**config.mk**
```make
export PLATFORM = sky130hd
export DESIGN_NAME = sync_fifo_ext_flat
export DESIGN_NICKNAME = d
export VERILOG_FILES = /design/src/rtl/sync_fifo_ext_if.sv /design/src/rtl/sync_fifo_ext.sv /design/src/flat_wrapper.sv
export SDC_FILE = /design/constraint.sdc
export NUM_CORES = 1
export LEC_CHECK = 0
export ABC_AREA = 1
export BUFFER_PORTS_ARGS = -buffer_cell sky130_fd_sc_hd__buf_4
export CORE_UTILIZATION = 30
export CTS_CLUSTER_DIAMETER = 80
export DETAILED_ROUTE_END_ITERATION = 16
export GPL_TIMING_DRIVEN = 0
export PLACE_DENSITY = 0.46
export RECOVER_POWER = 100
export SYNTH_ARGS = -nofsm -noshare
export SYNTH_HDL_FRONTEND = slang
export SYNTH_SLANG_ARGS = --single-unit
```
**constraint.sdc**
```tcl
create_clock -name clk -period 2.1 [get_ports clk]
set_input_delay 0.21 -clock clk [delete_from_list [all_inputs] [get_ports clk]]
set_output_delay 0.21 -clock clk [all_outputs]
set_load 0.005 [all_outputs]
```
**src/rtl/sync_fifo_ext_if.sv**
```systemverilog
// Producer/consumer bundle for sync_fifo_ext: write side, read side, level and error status.
// A write is taken on a posedge with winc=1 and wfull=0; a read is taken on a posedge with rinc=1 and rempty=0.
interface sync_fifo_ext_if #(
    parameter int DSIZE = 8,
    parameter int ASIZE = 4
);
    logic [DSIZE-1:0] wdata;
    logic             winc;
    logic             wfull;
    logic             walmost_full;
    logic             rinc;
    logic [DSIZE-1:0] rdata;
    logic             rvalid;
    logic             rempty;
    logic             ralmost_empty;
    logic [ASIZE:0]   count;
    logic             overflow;
    logic             underflow;
    logic             clr_err;

    modport master (
        output wdata, winc, rinc, clr_err,
        input  wfull, walmost_full, rdata, rvalid, rempty, ralmost_empty,
               count, overflow, underflow
    );

    modport slave (
        input  wdata, winc, rinc, clr_err,
        output wfull, walmost_full, rdata, rvalid, rempty, ralmost_empty,
               count, overflow, underflow
    );
endinterface

```
**src/rtl/sync_fifo_ext.sv**
```systemverilog
// Single-clock FIFO with exact fill count, programmable almost flags, sticky error flags
// and a build-time choice of registered-read or first-word-fall-through output.
module sync_fifo_ext #(
    parameter int DSIZE      = 8,
    parameter int ASIZE      = 4,
    parameter int AFULL_LVL  = 2**ASIZE - 2,
    parameter int AEMPTY_LVL = 2,
    parameter bit FWFT       = 1'b0
) (
    input logic           clk,
    input logic           rst_n,
    sync_fifo_ext_if.slave bus
);
    localparam int DEPTH = 2**ASIZE;
    localparam int CW    = ASIZE + 1;

    if (!(AEMPTY_LVL >= 0 && AEMPTY_LVL < AFULL_LVL && AFULL_LVL <= DEPTH)) begin : g_bad_levels
        $fatal(1, "sync_fifo_ext: levels must satisfy 0 <= AEMPTY_LVL < AFULL_LVL <= DEPTH");
    end

    logic [DSIZE-1:0] mem_q [DEPTH];
    logic [ASIZE-1:0] wptr_q, wptr_d, rptr_q, rptr_d;
    logic [CW-1:0]    count_q, count_d;
    logic             wfull_q, wfull_d, rempty_q, rempty_d;
    logic             walmost_full_q, walmost_full_d, ralmost_empty_q, ralmost_empty_d;
    logic             overflow_q, overflow_d, underflow_q, underflow_d;
    logic             wr_acc, rd_acc;

    // Flags are derived from the next count so they change on the same edge as count.
    always_comb begin
        wr_acc          = bus.winc && !wfull_q;
        rd_acc          = bus.rinc && !rempty_q;
        wptr_d          = wr_acc ? wptr_q + ASIZE'(1) : wptr_q;
        rptr_d          = rd_acc ? rptr_q + ASIZE'(1) : rptr_q;
        count_d         = count_q + CW'(wr_acc) - CW'(rd_acc);
        wfull_d         = (count_d == CW'(DEPTH));
        rempty_d        = (count_d == '0);
        walmost_full_d  = (count_d >= CW'(AFULL_LVL));
        ralmost_empty_d = (count_d <= CW'(AEMPTY_LVL));
        overflow_d      = (bus.winc && wfull_q)  || (overflow_q  && !bus.clr_err);
        underflow_d     = (bus.rinc && rempty_q) || (underflow_q && !bus.clr_err);
    end

    always_ff @(posedge clk) begin
        if (!rst_n) begin
            wptr_q          <= '0;
            rptr_q          <= '0;
            count_q         <= '0;
            wfull_q         <= 1'b0;
            rempty_q        <= 1'b1;
            walmost_full_q  <= 1'b0;
            ralmost_empty_q <= 1'b1;
            overflow_q      <= 1'b0;
            underflow_q     <= 1'b0;
        end else begin
            wptr_q          <= wptr_d;
            rptr_q          <= rptr_d;
            count_q         <= count_d;
            wfull_q         <= wfull_d;
            rempty_q        <= rempty_d;
            walmost_full_q  <= walmost_full_d;
            ralmost_empty_q <= ralmost_empty_d;
            overflow_q      <= overflow_d;
            underflow_q     <= underflow_d;
        end
    end

    // Storage is not reset; a reset cycle still blocks the write.
    always_ff @(posedge clk) begin
        if (rst_n && wr_acc) begin
            mem_q[wptr_q] <= bus.wdata;
        end
    end

    if (FWFT) begin : g_fwft
        // Head word is shown directly; forced to zero while empty so reset leaves rdata at 0.
        assign bus.rvalid = !rempty_q;
        assign bus.rdata  = rempty_q ? '0 : mem_q[rptr_q];
    end else begin : g_std
        logic [DSIZE-1:0] rdata_q, rdata_d;
        logic             rvalid_q, rvalid_d;

        always_comb begin
            rvalid_d = rd_acc;
            rdata_d  = rd_acc ? mem_q[rptr_q] : rdata_q;
        end

        always_ff @(posedge clk) begin
            if (!rst_n) begin
                rdata_q  <= '0;
                rvalid_q <= 1'b0;
            end else begin
                rdata_q  <= rdata_d;
                rvalid_q <= rvalid_d;
            end
        end

        assign bus.rvalid = rvalid_q;
        assign bus.rdata  = rdata_q;
    end

    assign bus.wfull         = wfull_q;
    assign bus.rempty        = rempty_q;
    assign bus.walmost_full  = walmost_full_q;
    assign bus.ralmost_empty = ralmost_empty_q;
    assign bus.count         = count_q;
    assign bus.overflow      = overflow_q;
    assign bus.underflow     = underflow_q;
endmodule

```
**src/flat_wrapper.sv**
```systemverilog
// flat-port wrapper written by rule: the top's interface ports become plain ports
module sync_fifo_ext_flat 
#(
    parameter int DSIZE      = 8,
    parameter int ASIZE      = 4,
    parameter int AFULL_LVL  = 2**ASIZE - 2,
    parameter int AEMPTY_LVL = 2,
    parameter bit FWFT       = 1'b0
)
  (clk, rst_n, bus_wdata, bus_winc, bus_rinc, bus_clr_err, bus_wfull, bus_walmost_full, bus_rdata, bus_rvalid, bus_rempty, bus_ralmost_empty, bus_count, bus_overflow, bus_underflow);
  sync_fifo_ext_if #(.DSIZE(DSIZE), .ASIZE(ASIZE)) bus_i ();
  input logic clk;
  input logic rst_n;
  input wire logic [$bits(bus_i.wdata)-1:0] bus_wdata;
  input wire logic [$bits(bus_i.winc)-1:0] bus_winc;
  input wire logic [$bits(bus_i.rinc)-1:0] bus_rinc;
  input wire logic [$bits(bus_i.clr_err)-1:0] bus_clr_err;
  output wire logic [$bits(bus_i.wfull)-1:0] bus_wfull;
  output wire logic [$bits(bus_i.walmost_full)-1:0] bus_walmost_full;
  output wire logic [$bits(bus_i.rdata)-1:0] bus_rdata;
  output wire logic [$bits(bus_i.rvalid)-1:0] bus_rvalid;
  output wire logic [$bits(bus_i.rempty)-1:0] bus_rempty;
  output wire logic [$bits(bus_i.ralmost_empty)-1:0] bus_ralmost_empty;
  output wire logic [$bits(bus_i.count)-1:0] bus_count;
  output wire logic [$bits(bus_i.overflow)-1:0] bus_overflow;
  output wire logic [$bits(bus_i.underflow)-1:0] bus_underflow;
  assign bus_i.wdata = bus_wdata;
  assign bus_i.winc = bus_winc;
  assign bus_i.rinc = bus_rinc;
  assign bus_i.clr_err = bus_clr_err;
  assign bus_wfull = bus_i.wfull;
  assign bus_walmost_full = bus_i.walmost_full;
  assign bus_rdata = bus_i.rdata;
  assign bus_rvalid = bus_i.rvalid;
  assign bus_rempty = bus_i.rempty;
  assign bus_ralmost_empty = bus_i.ralmost_empty;
  assign bus_count = bus_i.count;
  assign bus_overflow = bus_i.overflow;
  assign bus_underflow = bus_i.underflow;
  sync_fifo_ext #(.DSIZE(DSIZE), .ASIZE(ASIZE), .AFULL_LVL(AFULL_LVL), .AEMPTY_LVL(AEMPTY_LVL), .FWFT(FWFT)) u_core (.clk(clk), .rst_n(rst_n), .bus(bus_i));
endmodule
```
==> impl_metrics.ini <==
[synth]
seq_area_frac_synth_pct = 67.9
syn_nets = 624
synth_area_per_cell_um2 = 10.8
synth_area_leaders = edfxtp_1, nand2_1, nand3_1
synth_area_um2 = 6490
synth_top_cell_by_area = edfxtp_1
synthDistinctLibCells = 23
synth-seq-cells = 156
yosysTopAreaCellShare_pct = 59.2
ys_warn_count = 0
syn_inst = 600

[power_and_ir_drop]
power_density_nw_per_um2 = 1100
internal-power_uw = 6090
power_switching_uw = 2360
power_uw = 8450
p_seq_share_pct = 42.5
combPwrFrac_pct = 19.9
ir_drop_v = 0.000585
clkPwrFrac_pct = 37.6
switching_share_pct = 27.9
power.leakage_uw = 0.00293

[sta]
clock_skew_ns = 0.0104
timing.slew.headroom_pct = 32.7
tightest_slew_ns = 1.01
rsz0062_at_grt = false
final-setup-viol-count = 0
period_needed_ns = 1.95
max_freq_mhz = 514
min_period_over_period_pct = 92.6
finalHoldViolCount = 0
fin_setup_tns_ns = 0
slew_violations = 0

[grt]
grt_pass1_wl_um = 25100
grt_remaining_overflow = 0
grt_max_degree = 17
grt_pass1_vias = 4359
grt_antenna_before_repair = 0
grt_use_total_pct = 15.8

[layout]
syn_to_final_growth_pct = 18.5
diodes = 0
mostFrequentLayoutCell = nand2_1
final_cell_mix = nand2_1, edfxtp_1, nand3_1
finalNetCount = 675
fin_util_pct = 36.5
fill_cells = 2096
multi_input_area_um2 = 1780
layout.area.seq_um2 = 4400
stdcell_count = 938
drive_gt1_share_pct = 14.9

[critical_path]
path_max_fanout = 8
setup.worst_path.start = u_core.bus.wfull
r2r_slack_ns = 0.15
cp.arrival_ns = 2.01
ff2ff_path_depth = 3
crit_type = reg2reg
crit_end = u_core.mem_q[9][7]
worst_r2r_endpoint = u_core.mem_q[9][7]
endpoint_kind = flop
required_ns = 2.16
start_kind = flop
regToRegStartpoint = u_core.bus.wfull

[routing]
vias = 4387
post-route-drc-count = 0
avgRoutedWirePerCell_um = 17.4
drt_iter0_drc = 349
viasPerCell = 4.68
firstDrtPassIters = 5
wl_um = 16300
ant_nets = 0

[clock_network]
tritoncts = built
ctsHoldBuffers = 0
clk-insertion-delay-late_ns = 0.43
root_buffer = clkbuf_16
cts_buffers = 17
clockBufferDepth = 2
cts_sinks = 156
clk_pin_slew_worst_paths_ns = 0.06
htreeDepth = 4

[outcome]
outcome = finished, final reports clean

[placed_design]
gp_congestion = 0.827
portBuffers = 31
hpwlAfterDp_um = 11300
dp_cells = 906

[hold_path]
hold_path.class = in2reg

[run]
max_cap_viol_count = 0

[die]
rows = 53
fp.dieW_um = 149
die-height_um = 149
start_util_pct = 30.8
io_pins = 33
core-area_um2 = 21100
die_area_um2 = 22200
repair_timing:
action                     4_1_cts  5_1_grt
buffers inserted                 0        2
pin swaps                        2        4
setup endpoints to repair        6       57
resized for setup                4       16
worst min path at each step:
stage                             start  slack, ns  depth (start not counted)             endpoint
floorplan                  bus_wdata[0]       0.31                          0   u_core.mem_q[0][0]
global placement    u_core.bus.overflow       0.45                          2  u_core.bus.overflow
detailed placement  u_core.bus.overflow       0.46                          2  u_core.bus.overflow
CTS                         bus_clr_err       0.02                          4  u_core.bus.overflow
global route                bus_clr_err       0.05                          4  u_core.bus.overflow
finish                      bus_clr_err       0.03                          4  u_core.bus.overflow
power by group through the flow:
stage          combinational, uW  sequential [uW]  clock (uW)
6_report                    1680             3590        3180
5_1_grt                     1890             3610        3340
4_1_cts                     1670             3590        3220
3_5_place_dp                1650             3660           0
3_3_place_gp                1630             3650           0
2_1_floorplan               1040             3650           0
cell usage after synthesis:
master / n
o21ai_0: 2
a21oi_1: 11
inv_4: 1
xor2_1: 4
nand4_1: 1
buf_2: 14
inv_1: 26
dfxtp_1: 28
nor2_1: 41
o21ai_1: 2
nor2_2: 1
fa_1: 1
nor3_1: 1
nand3_1: 116
a21o_1: 1
nand2_1: 189
buf_4: 2
edfxtp_1: 128
buf_6: 12
nor4_1: 1
ha_1: 10
clkbuf_1: 2
inv_2: 6
metal layers:
metal / global-route usage, % / routed length [um] / vias up
met5: 0 / 0 / -
met2: 25.3 / 7630 / 110
li1: - / - / 2130
met3: 3.52 / 776 / 22
met1: 21.0 / 7640 / 2125
met4: 5.66 / 263 / 0
cell families after synthesis:
kind of cell | share of synthesized area (%)
AND/OR/NAND/NOR | 22.6
AO/OA/AOI/OAI | 1.27
adder cells (fa/ha/maj) | 2.24
buffers and inverters | 5.46
XOR/XNOR | 0.540
flip-flops | 67.9
layout make-up:
type	instances	area share [%]
clock inverters	13	2.28
clock buffers	18	5.58
well taps	275	4.47
plain buffers	29	2.86
multi-input cells	381	23.1
inverters	33	1.64
flip-flops and latches	156	57.3
repair buffers	33	2.78
critical path: stages (launching register included):
cell and delay, ns:
dfxtp_1 0.32, nor2_2 0.28, nand2_1 0.34, nor2_1 0.63
state kept, by name, indices dropped and copies added (netlist names), 4 cells and up:
name / flops
u_core.mem_q: 128
u_core.bus.rdata: 8
u_core.bus.count: 5
u_core.rptr_q: 4
u_core.wptr_q: 4
stage by stage:
| step | setup slack (ns) | hold WS (ns) | instance area, um^2 |
|---|---|---|---|
| final | 0.155 | 0.0312 | 7690 |
| after global placement | -0.139 | 0.449 | 7070 |
| after CTS | 0.00225 | 0.0219 | 7680 |
| after floorplan | 0.112 | 0.309 | 6490 |
| after global routing | 0.0145 | 0.0507 | 7690 |
| after detailed placement | -0.171 | 0.456 | 7070 |
No activity file was read; power rests on OpenSTA's default activity.
